[src/rtl/uart_pkg.sv]
// Shared UART definitions for the RX and TX paths: frame FSM states, data width,
// default oversampling ratio and the baud prescaler divide computation.
package uart_pkg;

  localparam int DATA_W  = 8;
  localparam int OVS_DEF = 16;

  typedef enum logic [2:0] {
    IDLE,
    START,
    DATA,
    PARITY,
    STOP
  } uart_state_e;

  // Integer division truncates, so the real baud rate is slightly above nominal.
  function automatic int baud_div(input int clk_freq, input int baud, input int ovs);
    return clk_freq / (baud * ovs);
  endfunction

endpackage

[src/rtl/uart_baud_tick.sv]
// Oversample tick prescaler: one-clk tick every DIV clocks, with a synchronous clear
// that restarts the phase. Also serves as the clk_bps source of the TX path.
module uart_baud_tick #(
  parameter int DIV = 325
) (
  input  logic clk,
  input  logic rst_n,
  input  logic clr,
  output logic tick
);

  localparam int CW = (DIV > 1) ? $clog2(DIV) : 1;
  localparam logic [CW-1:0] DIV_LAST = CW'(DIV - 1);

  logic [CW-1:0] div_cnt;

  always_ff @(posedge clk or negedge rst_n) begin
    if (!rst_n) begin
      div_cnt <= '0;
    end else if (clr || div_cnt == DIV_LAST) begin
      div_cnt <= '0;
    end else begin
      div_cnt <= div_cnt + CW'(1);
    end
  end

  assign tick = (div_cnt == DIV_LAST) && !clr;

endmodule

[src/rtl/uart_rx_ovs.sv]
// UART receiver, 16x-style oversampling with 3-sample majority vote, 8N1 framing.
// Defining UART_RX_PARITY_EN adds one even-parity bit (8E1) and the parity_err pulse.
module uart_rx_ovs
  import uart_pkg::*;
#(
  parameter int CLK_FREQ = 50_000_000,
  parameter int BAUD     = 9600,
  parameter int OVS      = OVS_DEF
) (
  input  logic              clk,
  input  logic              rst_n,
  input  logic              uart_rx,
  output logic [DATA_W-1:0] rx_data,
  output logic              rx_int,
  output logic              rx_valid,
  output logic              frame_err,
  output logic              parity_err
);

  localparam int DIV   = baud_div(CLK_FREQ, BAUD, OVS);
  localparam int CNT_W = $clog2(OVS);
  localparam int IDX_W = $clog2(DATA_W);
  // Compared against cnt on the tick that steps it into OVS/2-1, OVS/2, OVS/2+1.
  localparam logic [CNT_W-1:0] CNT_S0   = CNT_W'(OVS / 2 - 2);
  localparam logic [CNT_W-1:0] CNT_S1   = CNT_W'(OVS / 2 - 1);
  localparam logic [CNT_W-1:0] CNT_VOTE = CNT_W'(OVS / 2);
  localparam logic [CNT_W-1:0] CNT_LAST = CNT_W'(OVS - 1);
  localparam logic [IDX_W-1:0] IDX_LAST = IDX_W'(DATA_W - 1);

  logic              rx_p0, rx_p1, rx_p2;
  logic              fall;
  uart_state_e       state, state_nxt;
  logic [CNT_W-1:0]  cnt;
  logic [1:0]        smp;
  logic              bit_val;
  logic              have_bit;
  logic [IDX_W-1:0]  bit_idx;
  logic [DATA_W-1:0] shift;
  logic              tick, clr, vote, vote_at, bit_end;
  logic              int_set, int_clr, valid_set, ferr_set, shift_en;
`ifdef UART_RX_PARITY_EN
  logic              par_bad;
  logic              perr_set;
`endif

  // Stage p0/p1: metastability synchroniser; p2: previous sample for edge detect
  always_ff @(posedge clk or negedge rst_n) begin
    if (!rst_n) begin
      rx_p0 <= 1'b1;
      rx_p1 <= 1'b1;
      rx_p2 <= 1'b1;
    end else begin
      rx_p0 <= uart_rx;
      rx_p1 <= rx_p0;
      rx_p2 <= rx_p1;
    end
  end

  assign fall = rx_p2 & ~rx_p1;

  uart_baud_tick #(
    .DIV (DIV)
  ) u_baud_tick (
    .clk   (clk),
    .rst_n (rst_n),
    .clr   (clr),
    .tick  (tick)
  );

  assign vote_at = tick && (cnt == CNT_VOTE);
  assign bit_end = tick && (cnt == CNT_LAST);
  assign vote    = (smp[0] & smp[1]) | (smp[0] & rx_p1) | (smp[1] & rx_p1);

  always_ff @(posedge clk or negedge rst_n) begin
    if (!rst_n) begin
      cnt      <= '0;
      have_bit <= 1'b0;
      bit_idx  <= '0;
    end else if (clr) begin
      cnt      <= '0;
      have_bit <= 1'b0;
      bit_idx  <= '0;
    end else begin
      if (tick) cnt <= (cnt == CNT_LAST) ? '0 : cnt + CNT_W'(1);
      // The start-bit vote lands while still inside the start bit, so only
      // votes taken in DATA/PARITY may be consumed at the next bit end.
      if (bit_end) have_bit <= 1'b0;
      else if (vote_at && (state == DATA || state == PARITY)) have_bit <= 1'b1;
      if (shift_en) bit_idx <= bit_idx + IDX_W'(1);
    end
  end

  always_ff @(posedge clk) begin
    if (tick && cnt == CNT_S0) smp[0] <= rx_p1;
    if (tick && cnt == CNT_S1) smp[1] <= rx_p1;
    if (vote_at) bit_val <= vote;
    if (shift_en) shift <= {bit_val, shift[DATA_W-1:1]};
  end

`ifdef UART_RX_PARITY_EN
  always_ff @(posedge clk or negedge rst_n) begin
    if (!rst_n) begin
      par_bad <= 1'b0;
    end else if (bit_end && have_bit && state == PARITY) begin
      par_bad <= ^{shift, bit_val};
    end
  end
`endif

  always_ff @(posedge clk or negedge rst_n) begin
    if (!rst_n) state <= IDLE;
    else        state <= state_nxt;
  end

  always_comb begin
    state_nxt = state;
    clr       = 1'b0;
    int_set   = 1'b0;
    int_clr   = 1'b0;
    valid_set = 1'b0;
    ferr_set  = 1'b0;
    shift_en  = 1'b0;
`ifdef UART_RX_PARITY_EN
    perr_set  = 1'b0;
`endif
    case (state)
      IDLE: begin
        if (fall) begin
          clr       = 1'b1;
          state_nxt = START;
        end
      end
      START: begin
        if (vote_at) begin
          if (!vote) begin
            int_set   = 1'b1;
            state_nxt = DATA;
          end else begin
            state_nxt = IDLE;
          end
        end
      end
      DATA: begin
        if (bit_end && have_bit) begin
          shift_en = 1'b1;
          if (bit_idx == IDX_LAST) begin
`ifdef UART_RX_PARITY_EN
            state_nxt = PARITY;
`else
            state_nxt = STOP;
`endif
          end
        end
      end
      PARITY: begin
`ifdef UART_RX_PARITY_EN
        if (bit_end && have_bit) state_nxt = STOP;
`else
        state_nxt = IDLE;
`endif
      end
      STOP: begin
        // Leave at mid-stop so a start edge straight after the stop bit is seen.
        if (vote_at) begin
          int_clr   = 1'b1;
          state_nxt = IDLE;
          if (!vote) begin
            ferr_set = 1'b1;
`ifdef UART_RX_PARITY_EN
          end else if (par_bad) begin
            perr_set = 1'b1;
`endif
          end else begin
            valid_set = 1'b1;
          end
        end
      end
      default: state_nxt = IDLE;
    endcase
  end

  always_ff @(posedge clk or negedge rst_n) begin
    if (!rst_n) begin
      rx_data   <= '0;
      rx_int    <= 1'b0;
      rx_valid  <= 1'b0;
      frame_err <= 1'b0;
    end else begin
      rx_valid  <= valid_set;
      frame_err <= ferr_set;
      if (valid_set) rx_data <= shift;
      if (int_set)      rx_int <= 1'b1;
      else if (int_clr) rx_int <= 1'b0;
    end
  end

`ifdef UART_RX_PARITY_EN
  always_ff @(posedge clk or negedge rst_n) begin
    if (!rst_n) parity_err <= 1'b0;
    else        parity_err <= perr_set;
  end
`else
  assign parity_err = 1'b0;
`endif

endmodule

[config.mk]
export PLATFORM = sky130hd
export DESIGN_NAME = uart_rx_ovs
export DESIGN_NICKNAME = d
export VERILOG_FILES = /design/src/rtl/uart_pkg.sv /design/src/rtl/uart_baud_tick.sv /design/src/rtl/uart_rx_ovs.sv
export SDC_FILE = /design/constraint.sdc
export NUM_CORES = 1
export LEC_CHECK = 0
export BUFFER_PORTS_ARGS = -buffer_cell sky130_fd_sc_hd__buf_2
export CAP_MARGIN = 15
export CORE_MARGIN = 2
export CORE_UTILIZATION = 30
export CTS_CLUSTER_DIAMETER = 120
export DETAILED_ROUTE_END_ITERATION = 16
export GPL_TIMING_DRIVEN = 0
export PLACE_DENSITY = 0.58
export SETUP_SLACK_MARGIN = 0.05
export SLEW_MARGIN = 20
export SYNTH_ARGS = -nofsm -noshare
export SYNTH_HDL_FRONTEND = slang
export SYNTH_HIERARCHICAL = 1
export SYNTH_SLANG_ARGS = --single-unit
export TNS_END_PERCENT = 10
[constraint.sdc]
create_clock -name clk -period 3 [get_ports clk]
set_input_delay 0.15 -clock clk [delete_from_list [all_inputs] [get_ports clk]]
set_output_delay 0.15 -clock clk [all_outputs]
set_load 0.1 [all_outputs]
# --- Yosys cells after proc, flatten, opt, wreduce, memory -nomap -nowiden ---
# Index checks and enable logic that the tools add are counted.
totals:
  regBits: 45
  latchBits: 0
  ramBits: 0
  romBits: 0
  in_bits: 3
  wordCells: 88
  mem_count: 0
classes:
  add_sub_neg: 3
  n_mul: 0
  n_div: 0
  n_lt_le_gt_ge: 0
  n_eq_ne: 15
  shifts: 0
  muxes: 31
  bitwise_logic: 7
  reduce_logical: 16
op_table:
  columns: ["operator", "n"]
  rows:
  - ["two-way mux 3 bit", 7]
  - ["two-way mux 1 bit", 18]
  - ["two-way mux 4 bit", 3]
  - ["one-hot mux 3 bit (4 select lines)", 1]
  - ["adder 9 x 1 -> 9 bit (second input constant)", 1]
  - ["== test 9 bit (second input constant)", 1]
  - ["two-way mux 9 bit", 1]
  - ["== test 4 x 3 -> 1 bit (second input constant)", 2]
  - ["== test 4 bit (second input constant)", 2]
  - ["logical AND 1 bit", 7]
  - ["== test 3 x 2 -> 1 bit (second input constant)", 2]
  - ["== test 3 bit (second input constant)", 2]
  - ["!= test 2 bit (second input constant)", 3]
  - ["nonzero test 2 bit", 3]
  - ["AND reduction 5 bit", 1]
  - ["adder 4 x 1 -> 4 bit (second input constant)", 1]
  - ["bitwise AND 1 bit", 4]
  - ["!= test 2 x 1 -> 1 bit (second input constant)", 2]
  - ["adder 3 x 1 -> 3 bit (second input constant)", 1]
  - ["== test 3 x 1 -> 1 bit (second input constant)", 1]
  - ["zero test 3 bit", 1]
  - ["nonzero test 3 bit", 1]
  - ["logical OR 1 bit", 2]
  - ["two-way mux 2 bit", 1]
  - ["other kinds (3)", 4]

# --- Longest topological paths before layout ---
logic_depth:
  word_depth: 12
  ltp_mapped: 10
  mapped_depth_nobuf: 8

# --- By module ---
# The synthesis kept the hierarchy.
by_module_without_submodules:
  columns: ["mod", "n_inst", "cells_per_inst", "area_each_um2"]
  rows:
  - ["uart_rx_ovs", 1, 110, 1496.4]
  - ["uart_baud_tick", 1, 46, 457.9]

# --- Least setup slack after synthesis ---
# No wires, ideal clock.
synth_path:
  path_type: "register to register"
  startpoint: "register rx_p1"
  endpoint: "register shift[0], enable pin"
  arrival_ns: 2.335
  required_ns: 2.602
  path_slack_ns: 0.267
  stages_incl_launch_ff: 8
  path_buffers: 2
  period_less_slack_ns: 2.733
  cell_sequence: "dfstp_2 > nor4_1 > and2_1 > clkbuf_1 > nor2_1 > buf_4 > nand4_1 > nor4b_1"
synth_between:
  elab_chain_cells: 10
synth_lines:
  columns: ["item", "line", "text"]
  rows:
  - ["start, declared", "uart_rx_ovs.sv:30", "logic rx_p0, rx_p1, rx_p2;"]
  - ["start signal, assigned", "uart_rx_ovs.sv:54", "rx_p1 <= rx_p0;"]
  - ["NOT 1 bit", "uart_rx_ovs.sv:59", "assign fall = rx_p2 & ~rx_p1;"]
  - ["bitwise AND 1 bit", "uart_rx_ovs.sv:59", null]
  - ["two-way mux 1 bit", "uart_rx_ovs.sv:128", "if (fall) begin"]
  - ["two-way mux 1 bit", "uart_rx_ovs.sv:126", "case (state)"]
  - ["via clr", "uart_rx_ovs.sv:39", "logic tick, clr, vote, vote_at, bit_end;"]
  - ["zero test 1 bit", "uart_baud_tick.sv:27", "assign tick = (div_cnt == DIV_LAST) && !clr;"]
  - ["logical AND 1 bit", "uart_baud_tick.sv:27", null]
  - ["via tick", "uart_rx_ovs.sv:39", null]
  - ["logical AND 1 bit", "uart_rx_ovs.sv:71", "assign bit_end = tick && (cnt == CNT_LAST);"]
  - ["logical AND 1 bit", "uart_rx_ovs.sv:144", "if (bit_end && have_bit) begin"]
  - ["two-way mux 1 bit", "uart_rx_ovs.sv:144", null]
  - ["two-way mux 1 bit", "uart_rx_ovs.sv:126", null]
  - ["via shift_en", "uart_rx_ovs.sv:40", "logic int_set, int_clr, valid_set, ferr_set, shift_en;"]
  - ["end signal, assigned", "uart_rx_ovs.sv:97", "if (shift_en) shift <= {bit_val, shift[DATA_W-1:1]};"]
  - ["end, declared", "uart_rx_ovs.sv:38", "logic [DATA_W-1:0] shift;"]
# The timed path passes the listed nets, and every way through them passes these cells.
# A chain may end at the register's enable or synchronous reset.

# --- Final worst setup path ---
layout_path:
  startpoint: "register state[0]"
  endpoint: "register rx_data[0]"
layout_between:
  elab_chain_cells: 7
layout_lines:
  columns: ["item", "line", "text"]
  rows:
  - ["start, declared", "uart_rx_ovs.sv:32", "uart_state_e state, state_nxt;"]
  - ["start signal, assigned", "uart_rx_ovs.sv:112", "else state <= state_nxt;"]
  - ["zero test 3 bit", "uart_rx_ovs.sv:126", null]
  - ["two-way mux 1 bit", "uart_rx_ovs.sv:126", null]
  - ["via clr", "uart_rx_ovs.sv:39", null]
  - ["zero test 1 bit", "uart_baud_tick.sv:27", null]
  - ["logical AND 1 bit", "uart_baud_tick.sv:27", null]
  - ["via tick", "uart_rx_ovs.sv:39", null]
  - ["logical AND 1 bit", "uart_rx_ovs.sv:70", "assign vote_at = tick && (cnt == CNT_VOTE);"]
  - ["via vote_at", "uart_rx_ovs.sv:39", null]
  - ["two-way mux 1 bit", "uart_rx_ovs.sv:164", "if (vote_at) begin"]
  - ["two-way mux 1 bit", "uart_rx_ovs.sv:126", null]
  - ["end signal, assigned", "uart_rx_ovs.sv:191", "if (valid_set) rx_data <= shift;"]
  - ["end, declared", "uart_rx_ovs.sv:13", "output logic [DATA_W-1:0] rx_data,"]
# The timed path passes the listed nets, and every way through them passes these cells.

==> run metrics <==
drt wl/cell=12.3 um; Antenna diodes=0; worst skew pair latency=about 0.3 ns; Worst Hold Class=reg2reg; hold wc startpoint=rx_p0; Final min period=around 2.7 ns; worst hold slack=0.366 ns; Num CTS Buffers=5; post-synthesis sequential area ratio=0.606; PortBufs=13; ys async rst share=0.756; critical path fanouts, max=12; area leader, netlist=dfrtp_1; PD cells=about 600 nW/um^2; Post-route DRC=0; Leak=around 1.0 nW; syn_nets=~170; Distinct cells, synth=between 40 and 50; CTS tree=built; global-route wire length before repair=about 5.5 mm; Yosys reg bits=45; vias per inst=~4.7; Layout area overhead=15.9%; DRT antenna net count=0; Die Span X=about 85 um; RSZ-0062 raised after global routing=no; mapped cell area=between 1500 and 2000 um^2; Detailed Place HPWL=between 2 and 2.5 mm; peak supply drop=0.276 mV; f_max=373 MHz; clk sinks=45; Slew @ Worst Pin=0.781 ns; final setup fails=0; Post-synth top cells=dfrtp_1 (31), edfxtp_1 (11), a21oi_1 (10); Die ar.=around 7000 um^2; CP endpoint kind=register; Root Driver=clkbuf_8; largest net degree at the start of global routing=35; GRT Resource Usage Total=0.0980; Post-synth EDFFs=11; row count=29; Worst Path Arrival=approximately 2.9 ns; Core Region=between 6000 and 7000 um^2; # IOs=15; overflow left after global routing=0; crit path kind=reg2reg; drt total wl=between 3 and 4 mm; slowest CP cell=clkbuf_1; Tcrit/Tclk final=0.894; antenna violations before repair=0; Clock Skews=between 0.005 and 0.006 ns; Fin. Hold Viols=0; post-synthesis instance total=around 160; Die H=around 85 um; slew margin rel.=0.479; ranking of synthesized cells by area=dfrtp_1 (40%), edfxtp_1 (17%), mux2_2 (4.6%), ha_1 (4.5%), dfstp_2 (4.0%); max cap viols=0; post-synth top area share=0.397; initial DRC count=65; CP Cell Sequence=buf_6 -> nor4_1 -> and2_1 -> clkbuf_1 -> nor2_1 -> buf_4 -> nand4b_1 -> inv_1 -> nand4b_2 -> mux2_2; Final TNS setup=0 ns; Syn. warnings=6; H-tree levels=2; GP Congestion=0.719; CP Launch Type=register; status=completed; CTS clk-pin slew, worst paths=0.09 ns; Final nets=about 190; layout cell share with drive strength beyond 1=0.250; via count=between 1000 and 1500; most common cell in the synthesized netlist=dfrtp_1; Initial Util=0.310; Mean Syn Cell Area=approximately 13 um^2; vias in the first global route=approximately 1200; crit path launch=state[0]; CTS max path bufs=2; Synth Flop Type=dfrtp_1; CP max stage delay=0.42 ns; Final Slew Violations=0; WP data required=approximately 3.2 ns; DR pass1 iterations=4; reg-to-reg startpoint=state[0]
area by class of cell:
| type | count | area [um^2] |
|---|---|---|
| flip-flops and latches | 45 | 1180 |
| repair buffers | 16 | 92.6 |
| fillers | 642 | 4050 |
| well taps | 77 | 96.3 |
| clock inverters | 3 | 46.3 |
| inverters | 9 | 33.8 |
| multi-input cells | 97 | 708 |
| plain buffers | 5 | 33.8 |
| clock buffers | 5 | 68.8 |
through the flow:
step | area [um^2] | power, mW | instances | util | worst slack (ns)
2_1_floorplan | 1950 | 0.860 | 156 | - | 0.267
3_3_place_gp | 2120 | 0.901 | 246 | 0.335 | -0.441
3_5_place_dp | 2130 | 0.909 | 247 | 0.337 | 0.267
4_1_cts | 2260 | 1.38 | 257 | 0.359 | 0.243
5_1_grt | 2260 | 1.44 | 257 | 0.359 | 0.0594
6_report | 2260 | 1.36 | 257 | 0.359 | 0.319
layout by cell type, fill, tap and decap left out, types with 2 or more instances in the layout:
cell / instances
inv_1: 9
nor3b_1: 3
nor2_1: 9
nand3_1: 3
o31ai_1: 3
dfstp_2: 3
buf_2: 13
nand4_1: 5
clkbuf_1: 2
xnor2_1: 2
nand2_1: 7
a21oi_1: 10
nor2b_1: 2
clkbuf_8: 5
edfxtp_1: 11
mux2_2: 8
dfrtp_1: 31
or4_1: 2
ha_1: 7
or3_1: 5
dlygate4sd3_1: 2
xor2_1: 3
nor3_1: 3
o21ai_0: 6
buf_4: 3
cell families (layout without fill, tap and decap cells):
group | after synthesis | count (layout) | synth area share
buffers and inverters | 14 | 38 | 0.0346
AO/OA/AOI/OAI | 23 | 23 | 0.0711
XOR/XNOR | 5 | 5 | 0.0224
multiplexers | 9 | 9 | 0.0512
AND/OR/NAND/NOR | 51 | 51 | 0.163
adder cells (fa/ha/maj) | 8 | 8 | 0.0499
other | 1 | 1 | 0.00192
flip-flops | 45 | 45 | 0.606
power breakdown:
part           leakage [nW]  internal (mW)  total [mW]  switching (mW)
Clock                0.0543          0.249       0.466           0.217
Combinational         0.415         0.0700       0.160          0.0895
Sequential            0.549          0.674       0.734          0.0607
Total                  1.02          0.993        1.36           0.367
flip-flops by register name (all words and copies together), names as in the netlist:
register             cells
rx_p0                    1
frame_err                1
bit_val                  1
state                    3
rx_int                   1
shift                    8
smp                      2
cnt                      4
u_baud_tick/div_cnt      9
rx_data                  8
have_bit                 1
rx_p1                    1
rx_valid                 1
bit_idx                  3
rx_p2                    1
layer usage:
metal	global-route usage	share of wire	vias up	wire length [um]
met3	0.0344	0.040	6	125
li1	-	-	606	-
met5	0	0	-	0
met4	0.0476	0.021	0	67
met1	0.122	0.48	573	1530
met2	0.152	0.46	17	1440
path summary, 6_finish.rpt:
path / end / slack (ns) / depth (start not counted)
setup / recovery: rx_data[0] / 0.32 / 10
hold / removal: rx_p1 / 0.37 / 0
setup reg to reg: rx_data[0] / 0.32 / 10
hold reg to reg: rx_p1 / 0.37 / 0
max in group asynchronous: have_bit / 2.04 / 2
min in group asynchronous: rx_data[3] / 0.47 / 2
worst max-delay path, delay by kind of cell (launching register included):
kind                   cells  cell delay, ns
muxes                      1            0.37
buffers and inverters      4            0.88
DFF                        1            0.39
and+or+nand+nor            5            0.91
timing repair:
action,4_1_cts,5_1_grt
resized for setup,0,0
setup endpoints to repair,0,0
endpoints found under the hold margin,32,0
setup buffers,0,0
hold buffers,2,0
Note: power is estimated with default switching activity, not from simulation.
